[src/rtl/pipe_pkg.sv]
// Shared constants for pipeline stage registers.
// Count width and default control/reset settings.
package pipe_pkg;

   localparam int          CNT_W         = 2;
   localparam int          CTRL_W_DEF    = 8;
   localparam int unsigned RESET_VAL_DEF = 0;

endpackage

[src/rtl/pipe_skid_buf.sv]
// Second (skid) entry of a pipeline stage register.
// Catches a beat that arrives while the main entry is stalled.
module pipe_skid_buf
   import pipe_pkg::*;
#(
   parameter int WIDTH = 32
) (
   input  logic             clk_i,
   input  logic             rst_ni,
   input  logic             flush_i,
   input  logic             push,
   input  logic             pop,
   input  logic [WIDTH-1:0] din,
   output logic             full,
   output logic [WIDTH-1:0] dout
);

   always_ff @(posedge clk_i or negedge rst_ni) begin
      if (!rst_ni) begin
         full <= 1'b0;
         dout <= '0;
      end else begin
         if (flush_i)
            full <= 1'b0;
         else if (push)
            full <= 1'b1;
         else if (pop)
            full <= 1'b0;
         if (push && !flush_i)
            dout <= din;
      end
   end

endmodule

[src/rtl/pipe_stage_reg.sv]
// Valid/ready pipeline stage register with bubble and flush squash.
// Define PIPE_STAGE_SKID_EN for a two-entry skid variant with registered ready_o.
module pipe_stage_reg
   import pipe_pkg::*;
#(
   parameter int               WIDTH      = 32,
   parameter int               CTRL_WIDTH = CTRL_W_DEF,
   parameter logic [WIDTH-1:0] RESET_VAL  = WIDTH'(RESET_VAL_DEF)
) (
   input  logic             clk_i,
   input  logic             rst_ni,
   input  logic             flush_i,
   input  logic             valid_i,
   output logic             ready_o,
   input  logic [WIDTH-1:0] data_i,
   output logic             valid_o,
   input  logic             ready_i,
   output logic [WIDTH-1:0] data_o,
   output logic [CNT_W-1:0] count_o
);

   localparam logic [CTRL_WIDTH-1:0] CTRL_ZERO = '0;

   logic             valid_q;
   logic             valid_d;
   logic [WIDTH-1:0] data_q;
   logic [WIDTH-1:0] data_d;
   logic [WIDTH-1:0] bubble;
   logic             accept;
   logic             deliver;

   assign accept  = valid_i & ready_o;
   assign deliver = valid_q & ready_i;
   assign bubble  = {data_q[WIDTH-1:CTRL_WIDTH], CTRL_ZERO};
   assign valid_o = valid_q;
   assign data_o  = data_q;

`ifdef PIPE_STAGE_SKID_EN
   logic             skid_full;
   logic             skid_push;
   logic             skid_pop;
   logic             skid_nxt;
   logic [WIDTH-1:0] skid_data;
   logic             ready_q;

   assign skid_push = accept & valid_q & ~ready_i;
   assign skid_pop  = deliver & skid_full;
   assign skid_nxt  = ~flush_i & (skid_push | (skid_full & ~skid_pop));
   assign ready_o   = ready_q;
   assign count_o   = CNT_W'(valid_q) + CNT_W'(skid_full);

   pipe_skid_buf #(
      .WIDTH(WIDTH)
   ) u_skid (
      .clk_i  (clk_i),
      .rst_ni (rst_ni),
      .flush_i(flush_i),
      .push   (skid_push),
      .pop    (skid_pop),
      .din    (data_i),
      .full   (skid_full),
      .dout   (skid_data)
   );

   always_comb begin
      valid_d = valid_q;
      data_d  = data_q;
      if (flush_i) begin
         valid_d = 1'b0;
         data_d  = bubble;
      end else if (skid_pop) begin
         valid_d = 1'b1;
         data_d  = skid_data;
      end else if (accept && (!valid_q || ready_i)) begin
         valid_d = 1'b1;
         data_d  = data_i;
      end else if (deliver) begin
         valid_d = 1'b0;
         data_d  = bubble;
      end
   end

   // ready_o is registered so ready_i never reaches it combinationally
   always_ff @(posedge clk_i or negedge rst_ni) begin
      if (!rst_ni)
         ready_q <= 1'b0;
      else
         ready_q <= ~(valid_d & skid_nxt);
   end
`else
   logic live_q;

   assign ready_o = live_q & (~valid_q | ready_i);
   assign count_o = {1'b0, valid_q};

   always_comb begin
      valid_d = valid_q;
      data_d  = data_q;
      if (flush_i) begin
         valid_d = 1'b0;
         data_d  = bubble;
      end else if (accept) begin
         valid_d = 1'b1;
         data_d  = data_i;
      end else if (deliver) begin
         valid_d = 1'b0;
         data_d  = bubble;
      end
   end

   always_ff @(posedge clk_i or negedge rst_ni) begin
      if (!rst_ni)
         live_q <= 1'b0;
      else
         live_q <= 1'b1;
   end
`endif

   always_ff @(posedge clk_i or negedge rst_ni) begin
      if (!rst_ni) begin
         valid_q <= 1'b0;
         data_q  <= {RESET_VAL[WIDTH-1:CTRL_WIDTH], CTRL_ZERO};
      end else begin
         valid_q <= valid_d;
         data_q  <= data_d;
      end
   end

endmodule

[config.mk]
export PLATFORM = sky130hd
export DESIGN_NAME = pipe_stage_reg
export DESIGN_NICKNAME = d
export VERILOG_FILES = /design/src/rtl/pipe_pkg.sv /design/src/rtl/pipe_skid_buf.sv /design/src/rtl/pipe_stage_reg.sv
export SDC_FILE = /design/constraint.sdc
export NUM_CORES = 1
export LEC_CHECK = 0
export BUFFER_PORTS_ARGS = -buffer_cell sky130_fd_sc_hd__buf_2
export CAP_MARGIN = 20
export CORE_UTILIZATION = 39
export DETAILED_ROUTE_END_ITERATION = 8
export PLACE_DENSITY = 0.69
export SLEW_MARGIN = 20
export SYNTH_ARGS = -nofsm -noshare
export SYNTH_HDL_FRONTEND = slang
export SYNTH_SLANG_ARGS = --single-unit
[constraint.sdc]
create_clock -name clk_i -period 2 [get_ports clk_i]
set_input_delay 0.1 -clock clk_i [delete_from_list [all_inputs] [get_ports clk_i]]
set_output_delay 0.1 -clock clk_i [all_outputs]
set_load 0.005 [all_outputs]
# After elaboration in Yosys (flattened, before gate mapping)
# Index checks and enable logic that the tools add are counted.
# op_classes
n_mux	6
bitwise_logic	6
n_reduce_logical	2
# op_table
op	count
$mux W32	1
$mux W8	2
$and A1 B1 Y1	3
$mux W1	3
$reduce_bool A3 Y1	1
$not A1 Y1	2
$reduce_and A2 Y1	1
$or A1 B1 Y1	1
# word_totals
regBits	34
input_bits	37
out_inout_bits	36
elab_cells	18

# Logic depth before layout (Yosys ltp)
# Gate-level depths: netlist (run 1).
# logic_depth
word_depth	6
depth_mapped	4
depth_no_buf	3

# Worst setup path before layout (run 1)
# Ideal clock, no wire load.
# synth_path
path_kind	register -> register
startpoint	reg valid_q, in the netlist valid_o
endpoint	reg data_q[10], in the netlist data_o[10]
setup_ns	0.125
arrival_ns	1.180
t_required_ns	1.875
path_slack_ns	0.695
path_stages_with_launch	5
path_buffers	1
synth_period_minus_slack_ns	1.305
cell_sequence	dfrtp_1 -> nand2b_4 -> nand4b_4 -> buf_6 -> mux2_4
# synth_between
elab_chain_cells	5
# synth_rtl
item	line_no	rtl
start, declared	pipe_stage_reg.sv:24	logic valid_q;
start signal, assigned	pipe_stage_reg.sv:124	valid_q <= valid_d;
$not A1 Y1	pipe_stage_reg.sv:93	assign ready_o = live_q & (~valid_q | ready_i);
$or A1 B1 Y1	pipe_stage_reg.sv:93	
$and A1 B1 Y1	pipe_stage_reg.sv:93	
$and A1 B1 Y1	pipe_stage_reg.sv:32	assign accept = valid_i & ready_o;
$reduce_and A2 Y1 (no source line)	--	
end signal, assigned	pipe_stage_reg.sv:122	data_q <= {RESET_VAL[WIDTH-1:CTRL_WIDTH], CTRL_ZERO};
end signal, assigned	pipe_stage_reg.sv:125	data_q <= data_d;
end, declared	pipe_stage_reg.sv:26	logic [WIDTH-1:0] data_q;
# No other way between the ends.
# A chain may end at the register's enable or synchronous reset.

# Worst setup path after layout (run 1)
# layout_path
startpoint	reg valid_q, in the netlist valid_o
endpoint	reg data_q[9], in the netlist data_o[9]
# Same word-level chain as after synthesis.

==> metrics.txt, run 1 <==
status=complete, no violations; startpoint types=register; relative slew slack=0.505; Slew @ Worst Pin=743 ps; Util after Layout=0.619; Final Hold Violating Endpoints=0; Routed WL per cell=14.0 µm; layout overhead on the synthesized area=49.3%; Register Area=851 µm²; Ys Warns=0; Max Transition Viols Final=0; later-pin clock latency in the skew report=330 ps; dominant synthesized flop cell=dfrtp_1; Max Clk Rate=0.588 GHz; Setup TNS=0 ps; critical path type=register to register; Crit path max-delay family=simple AND/OR/NAND/NOR gates; Clock Path Buffers=2; Die X-Extent=62.1 µm; Cell Area, Synth=0.00141 mm²; critical path cell sequence=nand2b_4, nand4b_4, mux2_4; global-route wire length before repair=4.42 mm; Cells on Worst Hold Path=2; total CTS buffers=5; final clock skew=10.3 ps; flops & latches, synth=34; # fillers=275; Final WS setup=301 ps; die area=0.00385 mm²; Root Driver=clkbuf_4; Final setup viols=0; worst r2r src=valid_o; via count=1040; nets=218; Antenna Cells=0; Non-Filler Instances=226; core footprint=0.00339 mm²; Tmin final=1700 ps; TritonCTS clock tree=done; commonest cells after routing, fill and taps aside=buf_2 (71), dfrtp_1 (34), dlygate4sd3_1 (27), mux2_4 (20), a22o_1 (8); Synth area leaders=dfrtp_1 (60%), mux2_4 (21%), a22o_1 (5.0%); dpl cells=193; io pins=73; Final GP Congestion=0.658; Tcrit/Tclk final=0.850; multi-input logic area=514 µm²; Crit Path Max Fanout=24; Post-synth ARST share=1.00; Reg-to-Reg End=data_o[9]; WL final=3.17 mm; Hold Crit Start=data_i[24]; router iterations before antenna repair=4; total gr overflow=0; Routed Antenna Nets=0; cts repair resizes=0; Max Cap Violations=0; DP HPWL=2.07 mm; leakage power=1.13 nW; CTS Sinks=34; peak supply drop=0.000367 V; htree depth=2; setup slack at placement=313 ps; Std-Cell Rows=21; reg2reg path depth=3; DP Area=0.00178 mm²; largest net degree at the start of global routing=35; Crit path largest cell delay=490 ps; Buf/Inv on CP=0; DRT iter0 DRCs=22; antenna violations before repair=0; R2R Setup Slk=300 ps; Avg Cell Area, Syn=17.4 µm²; synth unique cells=16; vias in the first global route=976; final instance area=0.00210 mm²; Yosys top cell area share=0.605; Crit-path slowest cell=nand4b_4; gr usage total=0.168; Worst Hold End=data_o[24]; DRC Markers=0; unrepaired setup endpoints after global routing=false; WP data arrival=1910 ps; CP endpoint kind=register; clock-pin slew on the worst setup and hold paths=90 ps; Min-Delay Path Class=input pin to register; IO Port Bufs=71; worst hold slack=12.1 ps; total power=1.62 mW; Required @ worst endpoint=2210 ps; syn nets=118; Die Y=62.1 µm; Via-to-Cell Ratio=4.60; post-synthesis sequential area ratio=0.605; largest area contributor in the netlist=dfrtp_1; share of cells above drive strength 1=0.578; Pwr Density=772 mW/mm²; number of synthesized flops with an enable pin=0; Initial Util=0.415; Mapped Cells=81; most common cell after layout, fill and taps aside=buf_2
-- metal layers --
metal  global-route usage  routed length (µm)  vias up
met4               0.0762                  45        0
met5                    0                   0        -
met3               0.0476                 180        4
li1                     -                   -      482
met2                0.284                1560       46
met1                0.199                1380      508
-- cells in the mapped netlist, types with 2 or more instances --
library cell,count
dfrtp_1,34
mux2_4,20
a22o_1,8
mux2_2,4
buf_4,2
buf_6,2
conb_1,2
-- cells by family after synthesis --
logic type,count (synthesis),share of synthesized area
other cells,2,0.00534
mux,24,0.246
buf+inv,5,0.0294
flops,34,0.605
simple gates,6,0.0472
compound gates,10,0.0676
-- where the power goes --
part | internal [mW] | switching [mW]
Combinational | 0.265 | 0.135
Clock | 0.158 | 0.209
Sequential | 0.794 | 0.0594
Total | 1.22 | 0.403
-- layout make-up --
type,count,share of cell area
Clock buffer,6,0.0244
Timing Repair Buffer,98,0.298
Sequential cell,34,0.405
Tap cell,46,0.0274
Multi-Input combinational cell,42,0.245
-- worst max-delay path by stage --
stage / start / slack (ps) / cells past startpoint / endpoint
after global routing: valid_o / 250 / 3 / data_o[9]
final: valid_o / 300 / 3 / data_o[9]
after global placement: valid_o / 380 / 3 / data_o[12]
after CTS: valid_o / 290 / 3 / data_o[9]
after floorplan: valid_o / 690 / 4 / data_o[10]
after detailed placement: valid_o / 310 / 3 / data_o[9]
-- flip-flops by register name, summed over array words and instances (netlist names) --
signal   cells
valid_o      1
live_q       1
data_o      32
-- repair_timing --
action / in CTS / in global routing
hold endpoints to repair: 57 / 3
buffers inserted: 0 / 0
hold buffers: 24 / 3
No activity file was read; power rests on OpenSTA's default activity.
==> run 2: changes to the inputs <==
- clock period: 2 -> 1.65 ns (I/O delays scaled with it)
==> run 2 against run 1 <==
Non-clock buffer count increased by 8. Sequential share of layout area shrank 1.9 points. Global-route usage is 2.2 points higher. Critical endpoint is now data_o[27]. Worst hold slack improved by 42 ps.
==> metrics.txt, run 2 (synthesis gave the netlist of run 1 again) <==
status=complete, no violations; Via-to-Cell Ratio=4.56; WP data arrival=1600 ps; cts repair resizes=0; Crit Path Max Fanout=24; Root Driver=clkbuf_4; Antenna Cells=0; critical path type=register to register; leakage power=1.17 nW; antenna violations before repair=0; htree depth=2; Final Hold Violating Endpoints=0; IO Port Bufs=71; Std-Cell Rows=21; layout overhead on the synthesized area=56.6%; wire length on met3=167 µm; Tmin final=1380 ps; # fillers=269; core footprint=0.00339 mm²; Non-Filler Instances=236; dpl cells=194; postcts setup bufs=0; DP HPWL=2.08 mm; Max Cap Violations=0; Crit. Startpoint=valid_o; Die Y=62.1 µm; Final setup viols=0; commonest cells after routing, fill and taps aside=buf_2 (71), dfrtp_1 (34), dlygate4sd3_1 (34), mux2_4 (20), a22o_1 (8); io pins=73; Largest register FFs=32; Slew @ Worst Pin=721 ps; R2R Setup Slk=270 ps; Routed WL per cell=14.8 µm; reg2reg path depth=4; Tcrit/Tclk final=0.837; DRC Markers=0; WL met2=1.90 mm; share of cells above drive strength 1=0.563; Pwr Density=919 mW/mm²; Setup TNS=0 ps; router iterations before antenna repair=4; largest net degree at the start of global routing=35; gr usage total=0.190; top sig layer=met4; WL final=3.50 mm; Clock Path Buffers=2; Max Clk Rate=0.724 GHz; Initial Util=0.415; CP Capture Point=data_o[27]; via count=1076; later-pin clock latency in the skew report=330 ps; most common cell after layout, fill and taps aside=buf_2; final clock skew=13.1 ps; Routed Antenna Nets=0; Die X-Extent=62.1 µm; Max Transition Viols Final=0; TritonCTS clock tree=done; unrepaired setup endpoints after global routing=false; total CTS buffers=5; nets=226; Required @ worst endpoint=1860 ps; DRT iter0 DRCs=23; Final GP Congestion=0.657; Util after Layout=0.650; CTS Sinks=34; met1 wire length=1.36 mm; Reg-to-Reg End=data_o[27]; die area=0.00385 mm²; worst r2r src=valid_o; CP endpoint kind=register; peak supply drop=0.000591 V; vias in the first global route=1111; total gr overflow=0; global-route wire length before repair=5.06 mm; relative slew slack=0.520; Min-Delay Path Class=input pin to register; startpoint types=register; clock-pin slew on the worst setup and hold paths=100 ps
run 2: worst min path at each step:
| stage | start | to | slack [ps] | cells past startpoint |
|---|---|---|---|---|
| finish | valid_i | valid_o | 50 | 3 |
| CTS | valid_i | valid_o | 30 | 3 |
| floorplan | rst_ni | data_o[0] | -210 | 0 |
| detailed placement | rst_ni | data_o[11] | 190 | 1 |
| global route | valid_i | valid_o | 20 | 3 |
| global placement | rst_ni | data_o[15] | 170 | 1 |
run 2: report_power, final:
group | internal (mW) | leakage, nW | switching, mW
Clock | 0.205 | 0.0343 | 0.279
Sequential | 0.962 | 0.418 | 0.0737
Combinational | 0.335 | 0.722 | 0.169
Total | 1.50 | 1.17 | 0.522
run 2: routing by layer:
layer  vias up  GRT usage
met1       519      0.208
met2        47      0.327
li1        502          -
met3         8     0.0600
met5         -          0
met4         0      0.105
run 2: stage by stage:
stage                     total power [mW]  hold WS (ps)  cell area (µm²)  setup WS, ps
after detailed placement              1.49           191             1800           268
after CTS                             2.04          31.6             2200           268
after global routing                  2.15          20.7             2200           214
after global placement                1.47           175             1800           340
after floorplan                       1.27          -213             1410           345
final                                 2.02          54.0             2200           268
run 2: what timing repair did:
item,CTS,global route
hold endpoints to repair,67,0
endpoints found under the setup margin,0,0
hold buffers,34,0
run 2: area by class of cell:
cell class	instances	area, µm²	share of cell area
Clock inverter	2	12.5	0.00568
Tap cell	46	57.6	0.0261
Sequential cell	34	851	0.386
Multi-Input combinational cell	42	514	0.234
Timing Repair Buffer	106	716	0.325
Clock buffer	6	51.3	0.0233
run 2: worst max-delay path: stages, from the launching register on:
cell and delay [ps]:
dfrtp_1 490, nand2b_4 100, nand4b_4 110, buf_12 210, mux2_2 360
==> run 3: changes to the inputs <==
- PLACE_DENSITY: 0.69 -> 0.71
- clock period: 1.65 -> 1.23 ns (I/O delays scaled with it)
==> run 3 against run 2 <==
Worst hold slack lost 19 ps. Sequential power is 34% higher. Total power rose by 44%. Highest routed layer unchanged. Combinational power up 37%. Die area is the same. The run now ends with negative setup slack left. Critical endpoint is now data_o[15]. Count of clock-buffer cells in the layout is the same.
==> metrics.txt, run 3 (synthesis gave the netlist of run 1 again) <==
CP endpoint kind=register; TritonCTS clock tree=done; Min-Delay Path Class=input pin to register; htree depth=2; global-route wire length before repair=4.99 mm; Routed WL per cell=14.2 µm; total CTS buffers=5; Clock Path Buffers=2; Final setup viols=20; Final WS setup=-24.7 ps; Psw=0.677 mW; later-pin clock latency in the skew report=320 ps; # fillers=254; Seq pwr share=0.479; WL final=3.41 mm; total gr overflow=0; Largest register FFs=32; peak supply drop=0.000829 V; Final GP Congestion=0.684; Crit Path Max Fanout=17; Die X-Extent=62.1 µm; Root Driver=clkbuf_4; Via-to-Cell Ratio=4.52; Util after Layout=0.672; leakage power=1.21 nW; Initial Util=0.415; Slew @ Worst Pin=709 ps; most common cell after layout, fill and taps aside=buf_2; IO Port Bufs=71; Tcrit/Tclk final=1.02; core footprint=0.00339 mm²; DRC Markers=0; die area=0.00385 mm²; status=complete, but fails checks; vias in the first global route=1148; nets=231; share of cells above drive strength 1=0.593; Crit-path slowest cell=dfrtp_2; Routed Antenna Nets=0; antenna violations before repair=0; sw frac=0.233; Antenna Cells=0; via count=1085; Tmin final=1250 ps; gr usage total=0.193; DRT iter0 DRCs=24; total power=2.91 mW; relative slew slack=0.528; critical path cell sequence=nand2b_4, nand4b_4, buf_12, mux2_4; commonest cells after routing, fill and taps aside=buf_2 (70), dlygate4sd3_1 (34), dfrtp_1 (32), mux2_4 (20), a22o_1 (8); Max Clk Rate=0.797 GHz; layout overhead on the synthesized area=61.9%; part of the power in combinational logic=0.238; Setup TNS=-313 ps; clock-pin slew on the worst setup and hold paths=90 ps; largest net degree at the start of global routing=35; WP data arrival=1470 ps; unrepaired setup endpoints after global routing=true; failing checks=negative setup slack; CTS Sinks=34; Crit path largest cell delay=440 ps; Max Transition Viols Final=0; startpoint types=register; Pwr Density=1280 mW/mm²; Clock Power Share=0.283; DP HPWL=2.11 mm; router iterations before antenna repair=4; Die Y=62.1 µm; Required @ worst endpoint=1440 ps; final clock skew=6.09 ps; io pins=73; Pint=2.23 mW; Max Cap Violations=0; Std-Cell Rows=21; Final Hold Violating Endpoints=0; critical path type=register to register
[run 3: cell types whose count changed in the layout (fill, tap and decap cells not counted), moves of 2 or more]
cell     before  now
buf_4         0    3
buf_6         0    3
dfrtp_2       0    2
dfrtp_1      34   32
[run 3: layout make-up]
class | instances | area, µm² | share of cell area
Sequential cell | 34 | 853 | 0.375
Timing Repair Buffer | 111 | 767 | 0.337
Multi-Input combinational cell | 42 | 518 | 0.227
Tap cell | 46 | 57.6 | 0.0253
Clock buffer | 6 | 51.3 | 0.0225
Clock inverter | 1 | 30.0 | 0.0132
[run 3: worst max-delay path: cells and delay by family (launching register included)]
family                 cells  cell delay (ps)
AND/OR/NAND/NOR            2              210
multiplexers               1              300
buffers and inverters      1              180
flip-flops                 1              440
[run 3: stage by stage]
| stage | instance area, µm² | setup slack (ps) | hold WS [ps] | instances |
|---|---|---|---|---|
| 4_1_cts | 2260 | -24.4 | 18.4 | 239 |
| 2_1_floorplan | 1410 | -49.6 | -234 | 81 |
| 3_3_place_gp | 1820 | -9.57 | 147 | 197 |
| 3_5_place_dp | 1820 | -84.3 | 174 | 197 |
| 5_1_grt | 2280 | -62.3 | 39.9 | 240 |
| 6_report | 2280 | -24.7 | 35.0 | 240 |
[run 3: worst paths after layout]
| path | end | from | slack, ps | cells past startpoint |
|---|---|---|---|---|
| hold reg to reg | data_o[7] | data_o[7] | 510 | 1 |
| setup reg to reg | data_o[15] | valid_o | -20 | 4 |
| min in group asynchronous | data_o[28] | rst_ni | 330 | 2 |
| hold / removal | valid_o | valid_i | 40 | 3 |
| max in group asynchronous | valid_o | rst_ni | 390 | 2 |
| setup / recovery | data_o[15] | valid_o | -20 | 4 |
[run 3: power groups by stage]
stage / logic (mW) / registers [mW] / clock network [mW]
2_1_floorplan: 0.281 / 1.42 / 0
3_3_place_gp: 0.573 / 1.40 / 0
3_5_place_dp: 0.599 / 1.41 / 0
4_1_cts: 0.686 / 1.39 / 0.845
5_1_grt: 0.754 / 1.42 / 0.896
6_report: 0.692 / 1.39 / 0.821
[run 3: routing by layer]
metal / part of all wire / up-vias / wire length (µm) / GRT usage
met5: 0 / - / 0 / 0
met1: 0.36 / 529 / 1240 / 0.190
li1: - / 508 / - / -
met3: 0.054 / 6 / 183 / 0.0518
met2: 0.56 / 42 / 1920 / 0.350
met4: 0.020 / 0 / 68 / 0.130
[run 3: timing repair]
item                       CTS  global route
setup buffers                1             1
resized for setup            2             4
hold endpoints to repair    67             0
gates cloned                 0             0
pin swaps                    2             7
hold buffers                34             0
setup endpoints to repair   30            33
